==> src/rtl/bp_common_cfg_link_pkg.sv <==
// Shared types for the configuration-link command arbiter.
package bp_common_cfg_link_pkg;

  localparam int unsigned cfg_msg_type_width_gp = 4;
  localparam int unsigned cfg_addr_width_gp     = 40;
  localparam int unsigned cfg_data_width_gp     = 64;

  // Configuration-link memory message (command and response share the layout).
  typedef struct packed {
    logic [cfg_msg_type_width_gp-1:0] msg_type;
    logic [cfg_addr_width_gp-1:0]     addr;
    logic [cfg_data_width_gp-1:0]     data;
  } bp_cce_mem_msg_s;

  localparam int unsigned cce_mem_msg_width_lp = $bits(bp_cce_mem_msg_s);

  localparam int unsigned cfg_arb_state_width_gp = 2;

  typedef enum logic [cfg_arb_state_width_gp-1:0] {
    e_idle    = 2'd0,
    e_send    = 2'd1,
    e_wait    = 2'd2,
    e_deliver = 2'd3
  } bp_cfg_arb_state_e;

endpackage

==> src/rtl/bp_cfg_rr_arb.sv <==
// Round-robin selector: first valid requester at or after ptr_i, circular wrap.
module bp_cfg_rr_arb #(
  parameter int unsigned num_req_p = 2,
  localparam int unsigned lg_num_req_lp = $clog2(num_req_p)
) (
  input  logic [num_req_p-1:0]     v_i,
  input  logic [lg_num_req_lp-1:0] ptr_i,
  output logic [num_req_p-1:0]     grant_o,
  output logic [lg_num_req_lp-1:0] grant_id_o
);

  // Scan from the pointer with an explicit wrap so non-power-of-two counts work.
  always_comb begin
    int unsigned idx;
    logic        found;
    grant_o    = '0;
    grant_id_o = '0;
    found      = 1'b0;
    idx        = 0;
    for (int unsigned i = 0; i < num_req_p; i++) begin
      idx = 32'(ptr_i) + i;
      if (idx >= num_req_p) idx = idx - num_req_p;
      if (!found && v_i[lg_num_req_lp'(idx)]) begin
        found                              = 1'b1;
        grant_o[lg_num_req_lp'(idx)]       = 1'b1;
        grant_id_o                         = lg_num_req_lp'(idx);
      end
    end
  end

endmodule

==> src/rtl/bp_cfg_cmd_arbiter.sv <==
// Single-outstanding round-robin arbiter in front of the configuration endpoint.
module bp_cfg_cmd_arbiter
  import bp_common_cfg_link_pkg::*;
#(
  parameter int unsigned num_req_p = 2,
  localparam int unsigned lg_num_req_lp = $clog2(num_req_p)
) (
  input  logic                                      clk_i,
  input  logic                                      reset_n_i,
  input  logic [num_req_p*cce_mem_msg_width_lp-1:0] req_cmd_i,
  input  logic [num_req_p-1:0]                      req_cmd_v_i,
  output logic [num_req_p-1:0]                      req_cmd_ready_o,
  output logic [cce_mem_msg_width_lp-1:0]           req_resp_o,
  output logic [num_req_p-1:0]                      req_resp_v_o,
  input  logic [num_req_p-1:0]                      req_resp_yumi_i,
  output logic [cce_mem_msg_width_lp-1:0]           mem_cmd_o,
  output logic                                      mem_cmd_v_o,
  input  logic                                      mem_cmd_ready_i,
  input  logic [cce_mem_msg_width_lp-1:0]           mem_resp_i,
  input  logic                                      mem_resp_v_i,
  output logic                                      mem_resp_yumi_o,
  output logic                                      busy_o,
  output logic [lg_num_req_lp-1:0]                  owner_o
);

  bp_cfg_arb_state_e        state_r, state_n;
  logic [lg_num_req_lp-1:0] rr_ptr_r, rr_ptr_n, owner_r, grant_id;
  logic [num_req_p-1:0]     grant;
  bp_cce_mem_msg_s          cmd_r, resp_r, sel_cmd;
  logic                     cmd_load, resp_load;

  bp_cfg_rr_arb #(.num_req_p(num_req_p)) rr_arb (
    .v_i        (req_cmd_v_i),
    .ptr_i      (rr_ptr_r),
    .grant_o    (grant),
    .grant_id_o (grant_id)
  );

  // Mux the winning requester's command slot.
  always_comb begin
    sel_cmd = '0;
    for (int i = 0; i < num_req_p; i++) begin
      if (grant[i]) sel_cmd = req_cmd_i[i*cce_mem_msg_width_lp +: cce_mem_msg_width_lp];
    end
  end

  // Pointer advances past the winner, wrapping by compare.
  always_comb begin
    rr_ptr_n = grant_id + lg_num_req_lp'(1);
    if (grant_id == lg_num_req_lp'(num_req_p - 1)) rr_ptr_n = '0;
  end

  // State register.
  always_ff @(posedge clk_i or negedge reset_n_i) begin
    if (!reset_n_i) state_r <= e_idle;
    else            state_r <= state_n;
  end

  // Captured command, response, owner and round-robin pointer.
  always_ff @(posedge clk_i or negedge reset_n_i) begin
    if (!reset_n_i) begin
      rr_ptr_r <= '0;
      owner_r  <= '0;
      cmd_r    <= '0;
      resp_r   <= '0;
    end else begin
      if (cmd_load) begin
        cmd_r    <= sel_cmd;
        owner_r  <= grant_id;
        rr_ptr_r <= rr_ptr_n;
      end
      if (resp_load) resp_r <= mem_resp_i;
    end
  end

  // Next-state and handshake decode.
  always_comb begin
    state_n         = state_r;
    req_cmd_ready_o = '0;
    req_resp_v_o    = '0;
    mem_cmd_v_o     = 1'b0;
    mem_resp_yumi_o = 1'b0;
    cmd_load        = 1'b0;
    resp_load       = 1'b0;
    case (state_r)
      e_idle: begin
        req_cmd_ready_o = grant;
        if (|(req_cmd_v_i & grant)) begin
          cmd_load = 1'b1;
          state_n  = e_send;
        end
      end
      e_send: begin
        mem_cmd_v_o = 1'b1;
        if (mem_cmd_ready_i) state_n = e_wait;
      end
      e_wait: begin
        mem_resp_yumi_o = mem_resp_v_i;
        if (mem_resp_v_i) begin
          resp_load = 1'b1;
          state_n   = e_deliver;
        end
      end
      e_deliver: begin
        req_resp_v_o[owner_r] = 1'b1;
        if (req_resp_yumi_i[owner_r]) state_n = e_idle;
      end
      default: state_n = e_idle;
    endcase
  end

  assign mem_cmd_o  = cmd_r;
  assign req_resp_o = resp_r;
  assign busy_o     = (state_r != e_idle);
  assign owner_o    = owner_r;

endmodule

==> config.mk <==
export PLATFORM = sky130hd
export DESIGN_NAME = bp_cfg_cmd_arbiter
export DESIGN_NICKNAME = d
export VERILOG_FILES = /design/src/rtl/bp_common_cfg_link_pkg.sv /design/src/rtl/bp_cfg_rr_arb.sv /design/src/rtl/bp_cfg_cmd_arbiter.sv
export SDC_FILE = /design/constraint.sdc
export NUM_CORES = 1
export LEC_CHECK = 0
export CAP_MARGIN = 20
export CORE_AREA = 2 2 213 215
export CTS_CLUSTER_SIZE = 25
export DETAILED_ROUTE_END_ITERATION = 8
export DIE_AREA = 0 0 215 217
export GPL_TIMING_DRIVEN = 1
export SETUP_SLACK_MARGIN = 0.2
export SYNTH_ARGS = -nofsm -noshare
export SYNTH_HDL_FRONTEND = slang
export SYNTH_SLANG_ARGS = --single-unit
==> constraint.sdc <==
create_clock -name clk_i -period 2.2 [get_ports clk_i]
set_input_delay 0.44 -clock clk_i [delete_from_list [all_inputs] [get_ports clk_i]]
set_output_delay 0.44 -clock clk_i [all_outputs]
set_load 0.005 [all_outputs]
==> metrics.md, run 1 <==
| Metric | Value |
|---|---|
| Outcome | `finished, final reports clean` |
| Hold Violations, Final | `0` |
| Total negative setup slack | `0 ps` |
| Worst hold slack | `approximately 470 ps` |
| Per-cell routed wire length | `between 15 and 20 um` |
| RSZ-0062 raised after global routing | `true` |
| Element type at the critical path start | `register` |
| Final Skew | `just over 8 ps` |
| Num CTS Buffers | `26` |
| Largest fanout on the critical path | `4` |
| CP max stage delay | `440 ps` |
| CP max stage cell | `dfrtp_2` |
| Pwr/cell area | `~1200 nW/um^2` |
| Row count | `78` |
| Via/cell ratio | `4.214` |
| Worst-Margin Slew | `between 500 and 600 ps` |
| Worst Path Buf+Inv | `2` |
| Top cell type's share of synthesized area | `0.6094` |
| Synth Flop Type | `dfrtp_1` |
| Fmax | `~490 MHz` |
| MaxCap Viol Count | `0` |
| Maximum VDD drop | `~0.00051 V` |
| Most frequent cells after synthesis | `dfrtp_1 (220), nand2_1 (109), a22oi_1 (108)` |
| Fin nets | `approximately 1600` |
| Initial Util | `0.2021` |
| Clk slew on worst S/H paths | `60 ps` |
| Sink Count | `between 200 and 250` |
| CP Class | `reg -> out` |
| DRC violations left | `0` |
| Worst-Skew Late Latency | `~540 ps` |
| Area grow syn2layout | `81.99%` |
| Post-synthesis sequential area ratio | `0.6094` |
| Worst EP arrival | `around 1600 ps` |
| Fraction of registers with async set/reset | `1.000` |
| Iter 0 DRT Violations | `between 300 and 400` |
| CP Capture Type | `primary output` |
| Layout cells sized above 1 | `0.1531` |
| Vias in the first global route | `~8400` |
| Post-DRT Antenna Nets | `0` |
| CTS max path bufs | `3` |
| Overall via count from detail_route | `8120` |
| Library cells used by synthesis | `25` |
| Num ports | `roughly 560` |
| Routability cong. | `slightly above 0.8` |
| Die Height | `between 200 and 250 um` |
| Pleak | `about 0.0067 uW` |
| Post-synth EDFFs | `0` |
| Final period util | `0.9235` |
| Crit path time final | `between 2000 and 2500 ps` |
| Cell Chain, Critical Path | `ha_2, nand2_2, inv_1, dlygate4sd2_1` |
| R2R Setup Slk | `310 ps` |
| Count leader, synth | `dfrtp_1` |
| Largest cells by area after synthesis | `dfrtp_1 (61%), mux2_2 (12%), a22oi_1 (9.0%), o21ai_1 (5.1%), nand2_1 (4.5%)` |
| Final Setup Violations | `0` |
| Initial antenna violation count | `2` |
| Util after Layout | `0.3678` |
| Post-synthesis register bit count | `220` |
| HPWL Detailed | `between 20000 and 30000 um` |
| Syn avg cell area | `around 12 um^2` |
| Core footprint | `approximately 45000 um^2` |
| Biggest area consumer among synthesized cells | `dfrtp_1` |
| Slew headroom | `0.6236` |
| IO buf count | `~560` |
| WL final | `33830 um` |
| First-pass GRT wire length | `between 50000 and 60000 um` |
| Hold crit path type | `in -> async` |
| Die footprint | `about 47000 um^2` |
| CTS Root Buffer Type | `clkbuf_16` |
| Grt ovf | `0` |
| Cell count after synthesis | `about 740` |
| CTS H-tree depth | `1` |
| Synthesized cell area | `between 9000 and 10000 um^2` |
| Final Slew Violations | `0` |
| Die width | `215 um` |
| DR pass1 iterations | `5` |
| CTS tree | `done` |
| Yosys warnings | `0` |
| Worst EP required | `roughly 1800 ps` |
| Syn Nets | `~1100` |
| GRT Total Usage | `0.1391` |
| Crit path max-delay family | `flip-flops` |
| Largest net degree at the start of global routing | `76` |
## cell type report
cell class	count	area, um^2
antenna	1	2.502
clock buffer	40	794.5
clock inverter	6	86.33
fill	4495	28260
inverter	8	30.03
multi-input combinational	454	3221
sequential	220	5508
tap	600	750.7
timing repair buffer	598	6048
## state kept, by name (all words and copies together), names as in the netlist
register    cells
mem_cmd_o     108
rr_ptr_r        1
state_r         2
req_resp_o    108
owner_o         1
## worst reg2reg max path, delay by kind of cell (launching register included)
kind,cells,cell delay (ps)
compound gates,2,450
fa+ha+maj,1,160
buf+inv,4,450
flops,1,400
mux,1,320
## stage by stage
stage	setup slack (ps)	cells	area [um^2]	total power, uW
6_report	168.2	1927	16440	20510
4_1_cts	142.1	1923	16400	20750
2_1_floorplan	570.3	742	9034	10240
3_3_place_gp	-336.9	1871	15450	15980
5_1_grt	130.8	1927	16440	21790
3_5_place_dp	-337.2	1871	15450	16140
## what timing repair did
action,CTS,global route
hold buffers,1,0
resized for setup,42,4
endpoints found under the hold margin,51,0
setup endpoints to repair,8,7
pin swaps,1,3
cloned,0,0
setup buffers,5,3
## path summary, 6_finish.rpt
path | from | endpoint | cells past startpoint
setup / recovery | state_r[1]$_DFFE_PN0P_ | req_resp_v_o[1] | 4
hold / removal | reset_n_i | req_resp_o[88]$_DFFE_PN0P_ | 2
setup reg to reg | state_r[0]$_DFFE_PN0P_ | state_r[1]$_DFFE_PN0P_ | 8
hold reg to reg | mem_cmd_o[79]$_DFFE_PN0P_ | mem_cmd_o[79]$_DFFE_PN0P_ | 2
max in group asynchronous | reset_n_i | req_resp_o[5]$_DFFE_PN0P_ | 3
min in group clk_i | mem_cmd_o[79]$_DFFE_PN0P_ | mem_cmd_o[79]$_DFFE_PN0P_ | 2
## layer usage
metal,part of all wire,track usage,up-vias
li1,-,-,3796
met5,0.00038,0,-
met3,0.088,0.04263,58
met4,0.033,0.05103,2
met2,0.49,0.2463,396
met1,0.38,0.1581,3868
## cell usage in the layout, fill, tap and decap left out, drive strengths merged
cell type and instances:
inv 8, clkdlybuf4s50 544, buf 48, ha 4, nand2b 1, o21ai 109, a222oi 1, mux2 109
a21boi 2, o221ai 1, diode 1, clkbuf 40, mux2i 1, nor2 3, a21oi 2, dlygate4sd2 4
clkinv 3, a31oi 1, a22oi 108, dfrtp 220, and2 3, clkinvlp 1, dlygate4sd3 1, nand2 109
clkdlybuf4s15 1, bufinv 2
## logic make-up after synthesis
kind of cell             count (synthesis)  synth area share
multiplexers                           110            0.1374
AO/OA/AOI/OAI                          224            0.1568
adder cells (fa/ha/maj)                  4          0.005540
flip-flops                             220            0.6094
buffers and inverters                   68           0.04155
AND/OR/NAND/NOR                        116           0.04931
## power breakdown
| group | leakage [uW] | switching, uW | internal [uW] |
|---|---|---|---|
| Sequential | 0.00271 | 1030 | 5940 |
| Clock | 0.000430 | 1700 | 2700 |
| Combinational | 0.00357 | 3460 | 5680 |
Note: power is estimated with default switching activity, not from simulation.
==> run 2, diff against run 1 <==
--- a/config.mk
+++ b/config.mk
@@ -5,11 +5,12 @@
 export SDC_FILE = /design/constraint.sdc
 export NUM_CORES = 1
 export LEC_CHECK = 0
+export ABC_AREA = 1
 export CAP_MARGIN = 20
-export CORE_AREA = 2 2 213 215
+export CORE_AREA = 2 2 216 218
 export CTS_CLUSTER_SIZE = 25
 export DETAILED_ROUTE_END_ITERATION = 8
-export DIE_AREA = 0 0 215 217
+export DIE_AREA = 0 0 218 220
 export GPL_TIMING_DRIVEN = 1
 export SETUP_SLACK_MARGIN = 0.2
 export SYNTH_ARGS = -nofsm -noshare
==> metrics.md, run 2 <==
| Metric | Value |
|---|---|
| Largest fanout on the critical path | `3 (-1)` |
| Pwr/cell area | `1193 nW/um^2 (-4.3%)` |
| Most frequent cells after synthesis | `nand2_1 (986), dfrtp_1 (220), buf_2 (37)` |
| Cell Chain, Critical Path | `buf_4, ha_4, nand2_4, inv_4, buf_6` |
| Final cell count without fillers | `2489 (+29%)` |
| HPWL Detailed | `27870 um (+7.2%)` |
| IO buf count | `555 (unchanged)` |
| Syn avg cell area | `7.431 um^2 (-39%)` |
| Final Setup Violations | `0 (unchanged)` |
| Reg power frac | `0.336 (-0.004)` |
| Synth Flop Type | `dfrtp_1` |
| Clock power frac | `0.214 (about the same)` |
| Worst-Margin Slew | `606.9 ps (+42.26 ps)` |
| RSZ-0062 raised after global routing | `true` |
| CP max stage cell | `dfrtp_2` |
| Hold Violations, Final | `0 (unchanged)` |
| Count leader, synth | `nand2_1` |
| Hold Path End | `req_resp_o[31]$_DFFE_PN0P_` |
| Post-synthesis register bit count | `220 (unchanged)` |
| CTS H-tree depth | `1 (unchanged)` |
| Footprint of the multi-input gates | `3930 um^2 (+22%)` |
| Routability cong. | `0.8547 (+4.7%)` |
| CP Capture Type | `primary output` |
| Commonest non-fill, non-tap cell in the layout | `nand2_1` |
| Logic pwr share | `0.451 (+0.005)` |
| Placed cells | `2433 (+30%)` |
| Biggest area consumer among synthesized cells | `dfrtp_1` |
| Largest net degree at the start of global routing | `108 (+42%)` |
| Maximum VDD drop | `0.0005997 V (+17%)` |
| Hold crit path type | `in -> reg` |
| Outcome | `finished, final reports clean` |
| Die Height | `220 um (+1.4%)` |
| Pleak | `0.008559 uW (+28%)` |
| Worst EP required | `1760 ps (about the same)` |
| Initial antenna violation count | `1 (-1)` |
| Hold path cells | `3` |
| CTS tree | `done` |
| Per-cell routed wire length | `15.21 um (-13%)` |
| DR pass1 iterations | `6 (+1)` |
| Fin nets | `2199 (+34%)` |
| Hold_sp | `mem_resp_i[31]` |
| Most frequent cells in the layout | `nand2_1 (982), clkdlybuf4s50_1 (544), dfrtp_1 (218)` |
| Die width | `218 um (+1.4%)` |
| Worst EP arrival | `1540 ps (-50 ps)` |
| Overall via count from detail_route | `9999 (+23%)` |
| Worst-Skew Late Latency | `550 ps (about the same)` |
| MaxCap Viol Count | `0 (unchanged)` |
| Worst hold slack | `426.7 ps (-38.47 ps)` |
| Slew headroom | `0.5954 (-0.02818)` |
| Row count | `79 (+1.3%)` |
| CTS max path bufs | `3 (unchanged)` |
| Grt ovf | `0 (unchanged)` |
| R2R depth | `9 (+1)` |
| Post-DRT Antenna Nets | `0 (unchanged)` |
| Pint | `13490 uW (-5.7%)` |
| Fill count | `4673 (+4.0%)` |
| CP max stage delay | `430 ps (about the same)` |
| Top cell type's share of synthesized area | `0.5660 (-0.04343)` |
| Fraction of registers with async set/reset | `1.000 (unchanged)` |
| Reg-to-Reg End | `req_resp_o[80]$_DFFE_PN0P_` |
| Post-synth EDFFs | `0 (unchanged)` |
| DRC violations left | `0 (unchanged)` |
| R2R Setup Slk | `410 ps (+100 ps)` |
| Synthesized cell area | `9727 um^2 (+7.7%)` |
| Element type at the critical path start | `register` |
| Layout cells sized above 1 | `0.05632 (-0.09677)` |
| Initial Util | `0.2121 (+0.009975)` |
| Iter 0 DRT Violations | `520 (+35%)` |
| CTS Root Buffer Type | `clkbuf_16` |
| Sink Count | `220 (unchanged)` |
| Clk slew on worst S/H paths | `60 ps (about the same)` |
| Largest cells by area after synthesis | `dfrtp_1 (57%), nand2_1 (38%), buf_2 (1.9%), clkbuf_1 (0.93%), ha_1 (0.51%)` |
| GRT Total Usage | `0.1491 (+0.009963)` |
| Switching pwr | `6947 uW (+12%)` |
| Post-synthesis sequential area ratio | `0.5660 (-0.04343)` |
| Library cells used by synthesis | `16 (-36%)` |
| Num ports | `556 (unchanged)` |
| First-pass GRT wire length | `56010 um (+11%)` |
| Core footprint | `45860 um^2 (+2.6%)` |
| ANT cells | `0 (-1)` |
| Num CTS Buffers | `26 (unchanged)` |
| Fmax | `505.6 MHz (+2.7%)` |
| Die footprint | `47960 um^2 (+2.8%)` |
| Yosys warnings | `0 (unchanged)` |
| Area grow syn2layout | `76.06%` |
| Register area | `5508 um^2 (unchanged)` |
| Final period util | `0.8990 (-0.02449)` |
| Cell count after synthesis | `1309 (+76%)` |
| Reg-to-reg startpoint | `state_r[0]$_DFFE_PN0P_` |
| Crit path time final | `1978 ps (-53.89 ps)` |
| CP Class | `reg -> out` |
| Final Slew Violations | `0 (unchanged)` |
| Via/cell ratio | `4.017 (-4.7%)` |
| Final Skew | `17.57 ps (+9.502 ps)` |
| Syn Nets | `1645 (+53%)` |
| Switching share of power | `0.3399 (+0.03794)` |
| Vias in the first global route | `9905 (+18%)` |
| WL final | `37870 um (+12%)` |
==> run 2: cell count changes in the layout (fill, tap and decap cells not counted), sizes merged, moves of 3 or more <==
cell	delta
nand3	+5
a22oi	-108
dlygate4sd2	-3
mux2	-109
o21ai	-107
inv	+9
buf	-5
clkinv	+3
nand2	+877
and2	-3
==> run 2: power groups by stage <==
stage	clock network (uW)	logic, uW	registers (uW)
2_1_floorplan	0	3190	6960
3_3_place_gp	0	9040	6840
3_5_place_dp	0	9130	6880
4_1_cts	4530	9320	6860
5_1_grt	4700	10200	7080
6_report	4370	9210	6860
==> run 2: metrics by stage <==
stage                     total power [uW]  setup TNS [ps]  utilization  cell area, um^2  setup slack, ps
final                                20440               0       0.3734            17130            222.1
after global routing                 21940               0       0.3734            17130            163.9
after CTS                            20710               0       0.3724            17080            41.31
after detailed placement             16010          -413.2       0.3516            16130           -58.87
after global placement               15880          -119.4       0.3516            16130           -56.32
after floorplan                      10150               0            -             9727            546.2
==> run 2: cells by family (layout without fill, tap and decap cells) <==
group | count (synthesis) | count (layout) | synth area share
AO/OA/AOI/OAI | 5 | 5 | 0.005274
adder cells (fa/ha/maj) | 4 | 4 | 0.005146
buffers and inverters | 84 | 657 | 0.03795
flip-flops | 220 | 220 | 0.5660
AND/OR/NAND/NOR | 996 | 996 | 0.3856
==> run 2: worst max path at each step <==
stage	from	end	slack, ps	depth (start not counted)
floorplan	state_r[0]$_DFFE_PN0P_	mem_resp_yumi_o	550	5
global placement	req_cmd_v_i[1]	req_cmd_ready_o[1]	-60	6
global route	state_r[0]$_DFFE_PN0P_	mem_resp_yumi_o	160	6
detailed placement	req_cmd_v_i[1]	req_cmd_ready_o[1]	-60	6
finish	state_r[1]$_DFFE_PN0P_	mem_resp_yumi_o	220	5
CTS	state_r[1]$_DFFE_PN0P_	busy_o	40	5
==> run 2: area by class of cell <==
type | instances | area share
clock buffer | 37 | 0.04216
sequential | 220 | 0.3216
inverter | 17 | 0.004165
multi-input combinational | 1005 | 0.2295
timing repair buffer | 593 | 0.3501
tap | 607 | 0.04435
clock inverter | 10 | 0.008110
==> run 2: repair_timing <==
action / in CTS / in global routing
pin swaps: 1 / 1
hold endpoints to repair: 54 / 0
setup endpoints to repair: 8 / 9
buffers inserted: 6 / 2
hold buffers: 1 / 0
gates resized for setup: 35 / 17
==> run 2: critical path, delay by kind of cell, from the launching register on <==
family,cells,cell delay [ps]
and+or+nand+nor,1,90
DFF,1,430
buffers and inverters,3,310
adders and majority gates,1,170
==> run 2: per-layer routing <==
metal / GRT usage / part of all wire / up-vias
li1: - / - / 5003
met4: 0.05760 / 0.031 / 2
met1: 0.1750 / 0.40 / 4596
met3: 0.03961 / 0.078 / 67
met5: 0 / 0.00024 / -
met2: 0.2593 / 0.49 / 331
==> run 3, diff against run 2 <==
--- a/config.mk
+++ b/config.mk
@@ -11,6 +11,7 @@
 export CTS_CLUSTER_SIZE = 25
 export DETAILED_ROUTE_END_ITERATION = 8
 export DIE_AREA = 0 0 218 220
+export GPL_ROUTABILITY_DRIVEN = 1
 export GPL_TIMING_DRIVEN = 1
 export SETUP_SLACK_MARGIN = 0.2
 export SYNTH_ARGS = -nofsm -noshare
==> results of run 3 <==
Final layout, timing and power as in run 2 (identical DEF).
